`src/rtl/l1i_fetch_arbiter_if.sv`:
```
// l1i_fetch_arbiter_if: bundles every handshake and data bus around the L1I
// fetch arbiter.
//   predictor demand  : bp_req_valid/ready, bp_req_addr
//   prefetcher        : pf_req_valid/ready, pf_req_addr
//   flush             : redirect
//   L1I request/resp  : l1i_req_valid/ready, l1i_req_addr, l1i_resp_valid, l1i_resp_line
//   deliveries        : bp_resp_valid/addr/line, l0_fill_valid/addr/line
//   status            : inflight_count, idle, err_spurious
// modport slave is the arbiter's view; master is the environment's view.
interface l1i_fetch_arbiter_if #(
  parameter int unsigned CACHE_LINE_WIDTH = 64,
  parameter int unsigned PC_SIZE          = 64,
  parameter int unsigned MAX_INFLIGHT     = 4,
  parameter int unsigned CNT_W            = $clog2(MAX_INFLIGHT) + 1
);
  localparam int unsigned LINE_W = CACHE_LINE_WIDTH * 8;

  logic               bp_req_valid;
  logic               bp_req_ready;
  logic [PC_SIZE-1:0] bp_req_addr;
  logic               pf_req_valid;
  logic               pf_req_ready;
  logic [PC_SIZE-1:0] pf_req_addr;
  logic               redirect;
  logic               l1i_req_valid;
  logic [PC_SIZE-1:0] l1i_req_addr;
  logic               l1i_req_ready;
  logic               l1i_resp_valid;
  logic [LINE_W-1:0]  l1i_resp_line;
  logic               bp_resp_valid;
  logic [PC_SIZE-1:0] bp_resp_addr;
  logic [LINE_W-1:0]  bp_resp_line;
  logic               l0_fill_valid;
  logic [PC_SIZE-1:0] l0_fill_addr;
  logic [LINE_W-1:0]  l0_fill_line;
  logic [CNT_W-1:0]   inflight_count;
  logic               idle;
  logic               err_spurious;

  modport slave (
    input  bp_req_valid, bp_req_addr, pf_req_valid, pf_req_addr, redirect,
           l1i_req_ready, l1i_resp_valid, l1i_resp_line,
    output bp_req_ready, pf_req_ready, l1i_req_valid, l1i_req_addr,
           bp_resp_valid, bp_resp_addr, bp_resp_line,
           l0_fill_valid, l0_fill_addr, l0_fill_line,
           inflight_count, idle, err_spurious
  );

  modport master (
    output bp_req_valid, bp_req_addr, pf_req_valid, pf_req_addr, redirect,
           l1i_req_ready, l1i_resp_valid, l1i_resp_line,
    input  bp_req_ready, pf_req_ready, l1i_req_valid, l1i_req_addr,
           bp_resp_valid, bp_resp_addr, bp_resp_line,
           l0_fill_valid, l0_fill_addr, l0_fill_line,
           inflight_count, idle, err_spurious
  );
endinterface

```
`src/rtl/l1i_fetch_arbiter.sv`:
```
// l1i_fetch_arbiter: shares the L1I request port between predictor demand
// fetches (priority) and a next-line prefetcher, tracks outstanding lines in
// an in-order FIFO, and routes returning lines to the predictor and/or L0.
// Ports: clk_in, rst_N_in (async, active-low), bus (l1i_fetch_arbiter_if.slave).
module l1i_fetch_arbiter #(
  parameter int unsigned CACHE_LINE_WIDTH = 64,
  parameter int unsigned PC_SIZE          = 64,
  parameter int unsigned MAX_INFLIGHT     = 4
) (
  input  logic                  clk_in,
  input  logic                  rst_N_in,
  l1i_fetch_arbiter_if.slave    bus
);
  localparam int unsigned CNT_W  = $clog2(MAX_INFLIGHT) + 1;
  localparam int unsigned PTR_W  = $clog2(MAX_INFLIGHT);
  localparam int unsigned LINE_W = CACHE_LINE_WIDTH * 8;
  localparam logic [PC_SIZE-1:0] OFF_MASK = PC_SIZE'(CACHE_LINE_WIDTH - 1);

  logic [PC_SIZE-1:0]      r_addr [MAX_INFLIGHT];
  logic [MAX_INFLIGHT-1:0] r_demand;
  logic [MAX_INFLIGHT-1:0] r_stale;
  logic [PTR_W-1:0]        r_head;
  logic [PTR_W-1:0]        r_tail;
  logic [CNT_W-1:0]        r_count;

  logic                    r_bp_resp_valid;
  logic                    r_l0_fill_valid;
  logic [PC_SIZE-1:0]      r_resp_addr;
  logic [LINE_W-1:0]       r_resp_line;
  logic                    r_err_spurious;

  logic [PC_SIZE-1:0]      w_bp_line;
  logic [PC_SIZE-1:0]      w_pf_line;
  logic [PTR_W-1:0]        w_rel [MAX_INFLIGHT];
  logic [MAX_INFLIGHT-1:0] w_valid;
  logic [MAX_INFLIGHT-1:0] w_dup_vec;
  logic                    w_full;
  logic                    w_empty;
  logic                    w_pf_dup;
  logic                    w_pf_issue;
  logic                    w_req_valid;
  logic                    w_push;
  logic                    w_pop;

  assign w_bp_line = bus.bp_req_addr & ~OFF_MASK;
  assign w_pf_line = bus.pf_req_addr & ~OFF_MASK;
  assign w_full    = (r_count == CNT_W'(MAX_INFLIGHT));
  assign w_empty   = (r_count == '0);

  // Entry i is live when its distance from the head is below the count.
  always_comb begin
    w_valid   = '0;
    w_dup_vec = '0;
    for (int unsigned i = 0; i < MAX_INFLIGHT; i++) begin
      w_rel[i]     = PTR_W'(i) - r_head;
      w_valid[i]   = (CNT_W'(w_rel[i]) < r_count);
      w_dup_vec[i] = w_valid[i] & (r_addr[i] == w_pf_line);
    end
  end

  assign w_pf_dup   = |w_dup_vec;
  assign w_pf_issue = bus.pf_req_valid & ~w_pf_dup;

  // Combinational request path; full uses the pre-pop count (no bypass).
  assign w_req_valid       = (bus.bp_req_valid | w_pf_issue) & ~w_full & ~bus.redirect;
  assign bus.l1i_req_valid = w_req_valid;
  assign bus.l1i_req_addr  = bus.bp_req_valid ? w_bp_line : w_pf_line;
  assign bus.bp_req_ready  = ~w_full & ~bus.redirect & bus.l1i_req_ready;
  assign bus.pf_req_ready  = ~w_full & ~bus.redirect & ~bus.bp_req_valid &
                             (bus.l1i_req_ready | w_pf_dup);

  assign w_push = w_req_valid & bus.l1i_req_ready;
  assign w_pop  = bus.l1i_resp_valid & ~w_empty;

  // Outstanding-request FIFO; a redirect marks every live entry stale.
  always_ff @(posedge clk_in or negedge rst_N_in) begin
    if (!rst_N_in) begin
      for (int unsigned i = 0; i < MAX_INFLIGHT; i++) begin
        r_addr[i] <= '0;
      end
      r_demand <= '0;
      r_stale  <= '0;
      r_head   <= '0;
      r_tail   <= '0;
      r_count  <= '0;
    end else begin
      if (bus.redirect) begin
        r_stale <= r_stale | w_valid;
      end
      // Push never coincides with redirect, so the fresh stale bit is safe.
      if (w_push) begin
        r_addr[r_tail]   <= bus.l1i_req_addr;
        r_demand[r_tail] <= bus.bp_req_valid;
        r_stale[r_tail]  <= 1'b0;
        r_tail           <= r_tail + PTR_W'(1);
      end
      if (w_pop) begin
        r_head <= r_head + PTR_W'(1);
      end
      r_count <= r_count + CNT_W'(w_push) - CNT_W'(w_pop);
    end
  end

  // Response dispatch; a redirect in the pop cycle also stales the head.
  always_ff @(posedge clk_in or negedge rst_N_in) begin
    if (!rst_N_in) begin
      r_bp_resp_valid <= 1'b0;
      r_l0_fill_valid <= 1'b0;
      r_resp_addr     <= '0;
      r_resp_line     <= '0;
      r_err_spurious  <= 1'b0;
    end else begin
      r_bp_resp_valid <= w_pop & r_demand[r_head] & ~(r_stale[r_head] | bus.redirect);
      r_l0_fill_valid <= w_pop;
      if (w_pop) begin
        r_resp_addr <= r_addr[r_head];
        r_resp_line <= bus.l1i_resp_line;
      end
      if (bus.l1i_resp_valid & w_empty) begin
        r_err_spurious <= 1'b1;
      end
    end
  end

  assign bus.bp_resp_valid  = r_bp_resp_valid;
  assign bus.bp_resp_addr   = r_resp_addr;
  assign bus.bp_resp_line   = r_resp_line;
  assign bus.l0_fill_valid  = r_l0_fill_valid;
  assign bus.l0_fill_addr   = r_resp_addr;
  assign bus.l0_fill_line   = r_resp_line;
  assign bus.inflight_count = r_count;
  assign bus.idle           = w_empty & ~r_l0_fill_valid;
  assign bus.err_spurious   = r_err_spurious;
endmodule

```
`src/flat_wrapper.sv`:
```
// flat-port wrapper written by rule: the top's interface ports become plain ports
module l1i_fetch_arbiter_flat 
#(
  parameter int unsigned CACHE_LINE_WIDTH = 64,
  parameter int unsigned PC_SIZE          = 64,
  parameter int unsigned MAX_INFLIGHT     = 4
)
  (clk_in, rst_N_in, bus_bp_req_valid, bus_bp_req_addr, bus_pf_req_valid, bus_pf_req_addr, bus_redirect, bus_l1i_req_ready, bus_l1i_resp_valid, bus_l1i_resp_line, bus_bp_req_ready, bus_pf_req_ready, bus_l1i_req_valid, bus_l1i_req_addr, bus_bp_resp_valid, bus_bp_resp_addr, bus_bp_resp_line, bus_l0_fill_valid, bus_l0_fill_addr, bus_l0_fill_line, bus_inflight_count, bus_idle, bus_err_spurious);
  l1i_fetch_arbiter_if #(.CACHE_LINE_WIDTH(CACHE_LINE_WIDTH), .PC_SIZE(PC_SIZE), .MAX_INFLIGHT(MAX_INFLIGHT)) bus_i ();
  input  logic clk_in;
  input  logic rst_N_in;
  input wire logic [$bits(bus_i.bp_req_valid)-1:0] bus_bp_req_valid;
  input wire logic [$bits(bus_i.bp_req_addr)-1:0] bus_bp_req_addr;
  input wire logic [$bits(bus_i.pf_req_valid)-1:0] bus_pf_req_valid;
  input wire logic [$bits(bus_i.pf_req_addr)-1:0] bus_pf_req_addr;
  input wire logic [$bits(bus_i.redirect)-1:0] bus_redirect;
  input wire logic [$bits(bus_i.l1i_req_ready)-1:0] bus_l1i_req_ready;
  input wire logic [$bits(bus_i.l1i_resp_valid)-1:0] bus_l1i_resp_valid;
  input wire logic [$bits(bus_i.l1i_resp_line)-1:0] bus_l1i_resp_line;
  output wire logic [$bits(bus_i.bp_req_ready)-1:0] bus_bp_req_ready;
  output wire logic [$bits(bus_i.pf_req_ready)-1:0] bus_pf_req_ready;
  output wire logic [$bits(bus_i.l1i_req_valid)-1:0] bus_l1i_req_valid;
  output wire logic [$bits(bus_i.l1i_req_addr)-1:0] bus_l1i_req_addr;
  output wire logic [$bits(bus_i.bp_resp_valid)-1:0] bus_bp_resp_valid;
  output wire logic [$bits(bus_i.bp_resp_addr)-1:0] bus_bp_resp_addr;
  output wire logic [$bits(bus_i.bp_resp_line)-1:0] bus_bp_resp_line;
  output wire logic [$bits(bus_i.l0_fill_valid)-1:0] bus_l0_fill_valid;
  output wire logic [$bits(bus_i.l0_fill_addr)-1:0] bus_l0_fill_addr;
  output wire logic [$bits(bus_i.l0_fill_line)-1:0] bus_l0_fill_line;
  output wire logic [$bits(bus_i.inflight_count)-1:0] bus_inflight_count;
  output wire logic [$bits(bus_i.idle)-1:0] bus_idle;
  output wire logic [$bits(bus_i.err_spurious)-1:0] bus_err_spurious;
  assign bus_i.bp_req_valid = bus_bp_req_valid;
  assign bus_i.bp_req_addr = bus_bp_req_addr;
  assign bus_i.pf_req_valid = bus_pf_req_valid;
  assign bus_i.pf_req_addr = bus_pf_req_addr;
  assign bus_i.redirect = bus_redirect;
  assign bus_i.l1i_req_ready = bus_l1i_req_ready;
  assign bus_i.l1i_resp_valid = bus_l1i_resp_valid;
  assign bus_i.l1i_resp_line = bus_l1i_resp_line;
  assign bus_bp_req_ready = bus_i.bp_req_ready;
  assign bus_pf_req_ready = bus_i.pf_req_ready;
  assign bus_l1i_req_valid = bus_i.l1i_req_valid;
  assign bus_l1i_req_addr = bus_i.l1i_req_addr;
  assign bus_bp_resp_valid = bus_i.bp_resp_valid;
  assign bus_bp_resp_addr = bus_i.bp_resp_addr;
  assign bus_bp_resp_line = bus_i.bp_resp_line;
  assign bus_l0_fill_valid = bus_i.l0_fill_valid;
  assign bus_l0_fill_addr = bus_i.l0_fill_addr;
  assign bus_l0_fill_line = bus_i.l0_fill_line;
  assign bus_inflight_count = bus_i.inflight_count;
  assign bus_idle = bus_i.idle;
  assign bus_err_spurious = bus_i.err_spurious;
  l1i_fetch_arbiter #(.CACHE_LINE_WIDTH(CACHE_LINE_WIDTH), .PC_SIZE(PC_SIZE), .MAX_INFLIGHT(MAX_INFLIGHT)) u_core (.clk_in(clk_in), .rst_N_in(rst_N_in), .bus(bus_i));
endmodule
```
`config.mk`:
```
export PLATFORM = sky130hd
export DESIGN_NAME = l1i_fetch_arbiter_flat
export DESIGN_NICKNAME = d
export VERILOG_FILES = /design/src/rtl/l1i_fetch_arbiter_if.sv /design/src/rtl/l1i_fetch_arbiter.sv /design/src/flat_wrapper.sv
export SDC_FILE = /design/constraint.sdc
export NUM_CORES = 2
export LEC_CHECK = 0
export CORE_AREA = 2 2 730 732
export CTS_CLUSTER_DIAMETER = 50
export DETAILED_ROUTE_END_ITERATION = 10
export DIE_AREA = 0 0 732 734
export GPL_ROUTABILITY_DRIVEN = 0
export GPL_TIMING_DRIVEN = 0
export PLACE_DENSITY_LB_ADDON = 0.25
export SETUP_SLACK_MARGIN = 0.2
export SYNTH_ARGS = -nofsm -noshare
export SYNTH_HDL_FRONTEND = slang
export SYNTH_SLANG_ARGS = --single-unit
```
`constraint.sdc`:
```
create_clock -name clk_in -period 5.3 [get_ports clk_in]
set_input_delay 0.53 -clock clk_in [delete_from_list [all_inputs] [get_ports clk_in]]
set_output_delay 0.53 -clock clk_in [all_outputs]
set_load 0.1 [all_outputs]
```
==> qor.yml <==
violations: "max-capacitance violations, max-slew violations"
grt_usage: 0.149
grtUsageMet3: 0.0601
numClockSinks: 820
rsz0062_at_grt: "no"
dp.cells: 12900
min_period_over_period: 0.929
path_cells: "clkdlybuf4s50_1 > clkdlybuf4s15_1 > clkbuf_1 > mux2_2 > clkdlybuf4s50_1"
cp.arrival_ps: 4390
dp_hpwl_microns: 365000
fin_area_sq_um: 74000
row_count: 268
cp_slowest_cell: "clkdlybuf4s50_1"
synth_area_per_cell_sq_um: 9.80
worstSetupPathType: "input pin to output port"
final_cells: 13400
synthFlopType: "dfrtp_1"
yosys.area_share.xor_xnor: 0.0516
synth_seq_area_share: 0.510
synth_top_family_by_area: "simple AND/OR/NAND/NOR gates"
numPortBuffers: 1784
ys_warn_count: 0
outcome: "finished with violations"
crit_path_frequent_cell: "clkdlybuf4s50_1"
drt_iter0_drc: 2947
path_max_fanout: 10
die_h_microns: 734
cts_tree: "built"
yosys.area_share.simple: 0.178
synth_edf_count: 0
grt_pass1_vias: 38200
synth_top_cell_by_area: "dfrtp_1"
ys_top_cells_by_count: "1717 x nand2_1, 820 x dfrtp_1, 604 x buf_4"
place_area_sq_um: 67100
tightest_slew_ps: 1550
antenna_left: 0
cts_root_buf: "clkbuf_16"
mappedNetlistArea_sq_um: 40300
worst_ep_required_time_ps: 4770
grt_pass1_wl_microns: 504000
avgRoutedWirePerCell_microns: 31.0
critical_path.max_stage_delay_ps: 1180
async_reset_ff_frac: 1.00
synth_top_cell_area_share: 0.510
fp.dieW_microns: 732
grt_util_met2: 0.232
hold_violations: 0
synthDistinctLibCells: 41
cts_made_buffers: 185
fin_nets: 6774
viasPerCell: 2.87
setup_viol: 0
area_delta_synth_final_pct: 83.9
drv_cap: 6
routed_wirelength_microns: 415000
hold_ws_ps: 171
leakagePower_nw: 31.8
htree_levels: 4
cts.clk_slew.worst_paths_ps: 60
synthTopCellsByArea: "dfrtp_1 51%, nand2_1 16%, buf_4 11%, mux2_2 7.1%, xor2_1 5.1%"
drv_slew: 5
cp.buffers_inverters: 4
ir_worst_vdd_v: 0.000678
start_util: 0.0760
finalCriticalPeriod_ps: 4920
slew_headroom: -0.0390
drc: 0
firstDrtPassIters: 5
synth_cells: 4107
fp.coreArea_sq_um: 530000
ys_ff_latch: 820
grt_use_met1: 0.183
power.density_nw_per_um2: 890
grt_max_degree: 144
clk_latency_ps: 930
cp_top_family: "buffers and inverters"
antenna_found_initial: 194
cts.path.max_buffers: 4
timing.fmax_mhz: 203
worstSetupEndpointType: "output port"
synthMuxAreaShare: 0.114
synth_adder_area_share: 0.00360
via_count: 38400
finClkSkew_ps: 143
die_area_sq_um: 537000
top_usage_layer: "met2"
top_level_ports: 1873
final_layout_size_suffix_gt1_frac: 0.229
grt-ovfl-total: 0
synth-compound-area-share: 0.00566
min_path_type: "input pin to register"
start_kind: "input pin"
synth_most_common_cell: "nand2_1"
-- tightest hold or removal path: stages --
cell             delay [ps]
clkdlybuf4s50_1         400
nand2_1                  60
nand2_1                  40
-- path summary, 6_finish.rpt --
path	end	slack, ps	cells after the start	from
worst max-delay path	bus_l1i_req_addr[57]	380	5	bus_bp_req_valid
worst min-delay path	u_core.bus.bp_resp_line[204]$_DFFE_PN0P_	170	3	bus_l1i_resp_line[204]
worst max register to register	u_core.bus.inflight_count[1]$_DFF_PN0_	500	12	u_core.bus.inflight_count[2]$_DFF_PN0_
worst min register to register	u_core.bus.err_spurious$_DFFE_PN0P_	490	1	u_core.bus.err_spurious$_DFFE_PN0P_
max in group asynchronous	u_core.bus.bp_resp_line[359]$_DFFE_PN0P_	2070	6	rst_N_in
min in group asynchronous	u_core.bus.bp_resp_line[335]$_DFFE_PN0P_	200	2	rst_N_in
-- through the flow --
stage | total power [mW] | util | TNS [ps] | setup slack [ps]
CTS | 66.9 | 0.139 | 0 | 188
global route | 68.1 | 0.139 | 0 | 221
finish | 65.9 | 0.140 | 0 | 377
global placement | 53.9 | 0.126 | - | -42560
floorplan | 38.9 | - | 0 | 535
detailed placement | 53.8 | 0.127 | -4960 | -821
-- report_power, final --
group | switching, mW | internal, mW
Combinational | 31.1 | 9.43
Clock | 4.62 | 8.02
Sequential | 4.07 | 8.64
-- per-layer routing --
| metal | share of wire | routed length (microns) |
|---|---|---|
| met2 | 0.44 | 182000 |
| met4 | 0.047 | 19400 |
| met3 | 0.10 | 42400 |
| met1 | 0.41 | 171000 |
| met5 | 0.0010 | 423 |
-- placed cells by master, fill, tap and decap left out, drive strengths merged, types with 8 or more instances in the layout --
cell              n
a21oi            12
and3              8
buf             769
bufinv           27
clkbuf          347
clkdlybuf4s50  1715
clkinv           55
clkinvlp         25
conb             18
dfrtp           820
diode            95
ha               10
inv              33
mux2            290
mux4             58
nand2          1717
nand4            17
nor2             10
nor4             62
xor2            233
-- cell families (layout without fill, tap and decap cells) --
group | count (synthesis) | after routing
AO/OA/AOI/OAI | 29 | 29
XOR/XNOR | 237 | 237
adder cells (fa/ha/maj) | 11 | 11
buffers and inverters | 831 | 2974
flip-flops | 820 | 820
multiplexers | 348 | 348
other | 1 | 113
AND/OR/NAND/NOR | 1830 | 1830
-- layout make-up --
cell class	instances	area, sq um
diodes	95	238
plain buffers	820	5550
clock buffers	209	4870
clock inverters	129	1770
fillers	60400	456000
inverters	11	42.5
multi-input cells	2473	14300
flip-flops and latches	820	20500
well taps	7020	8780
repair buffers	1805	18000
-- sequential cells by signal, indices dropped and copies added (netlist names) --
register / flops
u_core.bus.inflight_count: 3
u_core.r_head: 2
u_core.bus.l0_fill_valid: 1
u_core.r_demand: 4
u_core.r_addr: 232
u_core.bus.bp_resp_valid: 1
u_core.bus.bp_resp_addr: 58
u_core.bus.err_spurious: 1
u_core.r_tail: 2
u_core.r_stale: 4
u_core.bus.bp_resp_line: 512
-- timing repair --
| action | in CTS | in global routing |
|---|---|---|
| endpoints found under the setup margin | 37 | 2 |
| hold buffers | 1 | 0 |
| gates resized for setup | 25 | 3 |
| pin swaps | 1 | 0 |
| buffers inserted | 1 | 0 |
| hold endpoints to repair | 146 | 0 |
(Power assumes the default switching activity.)
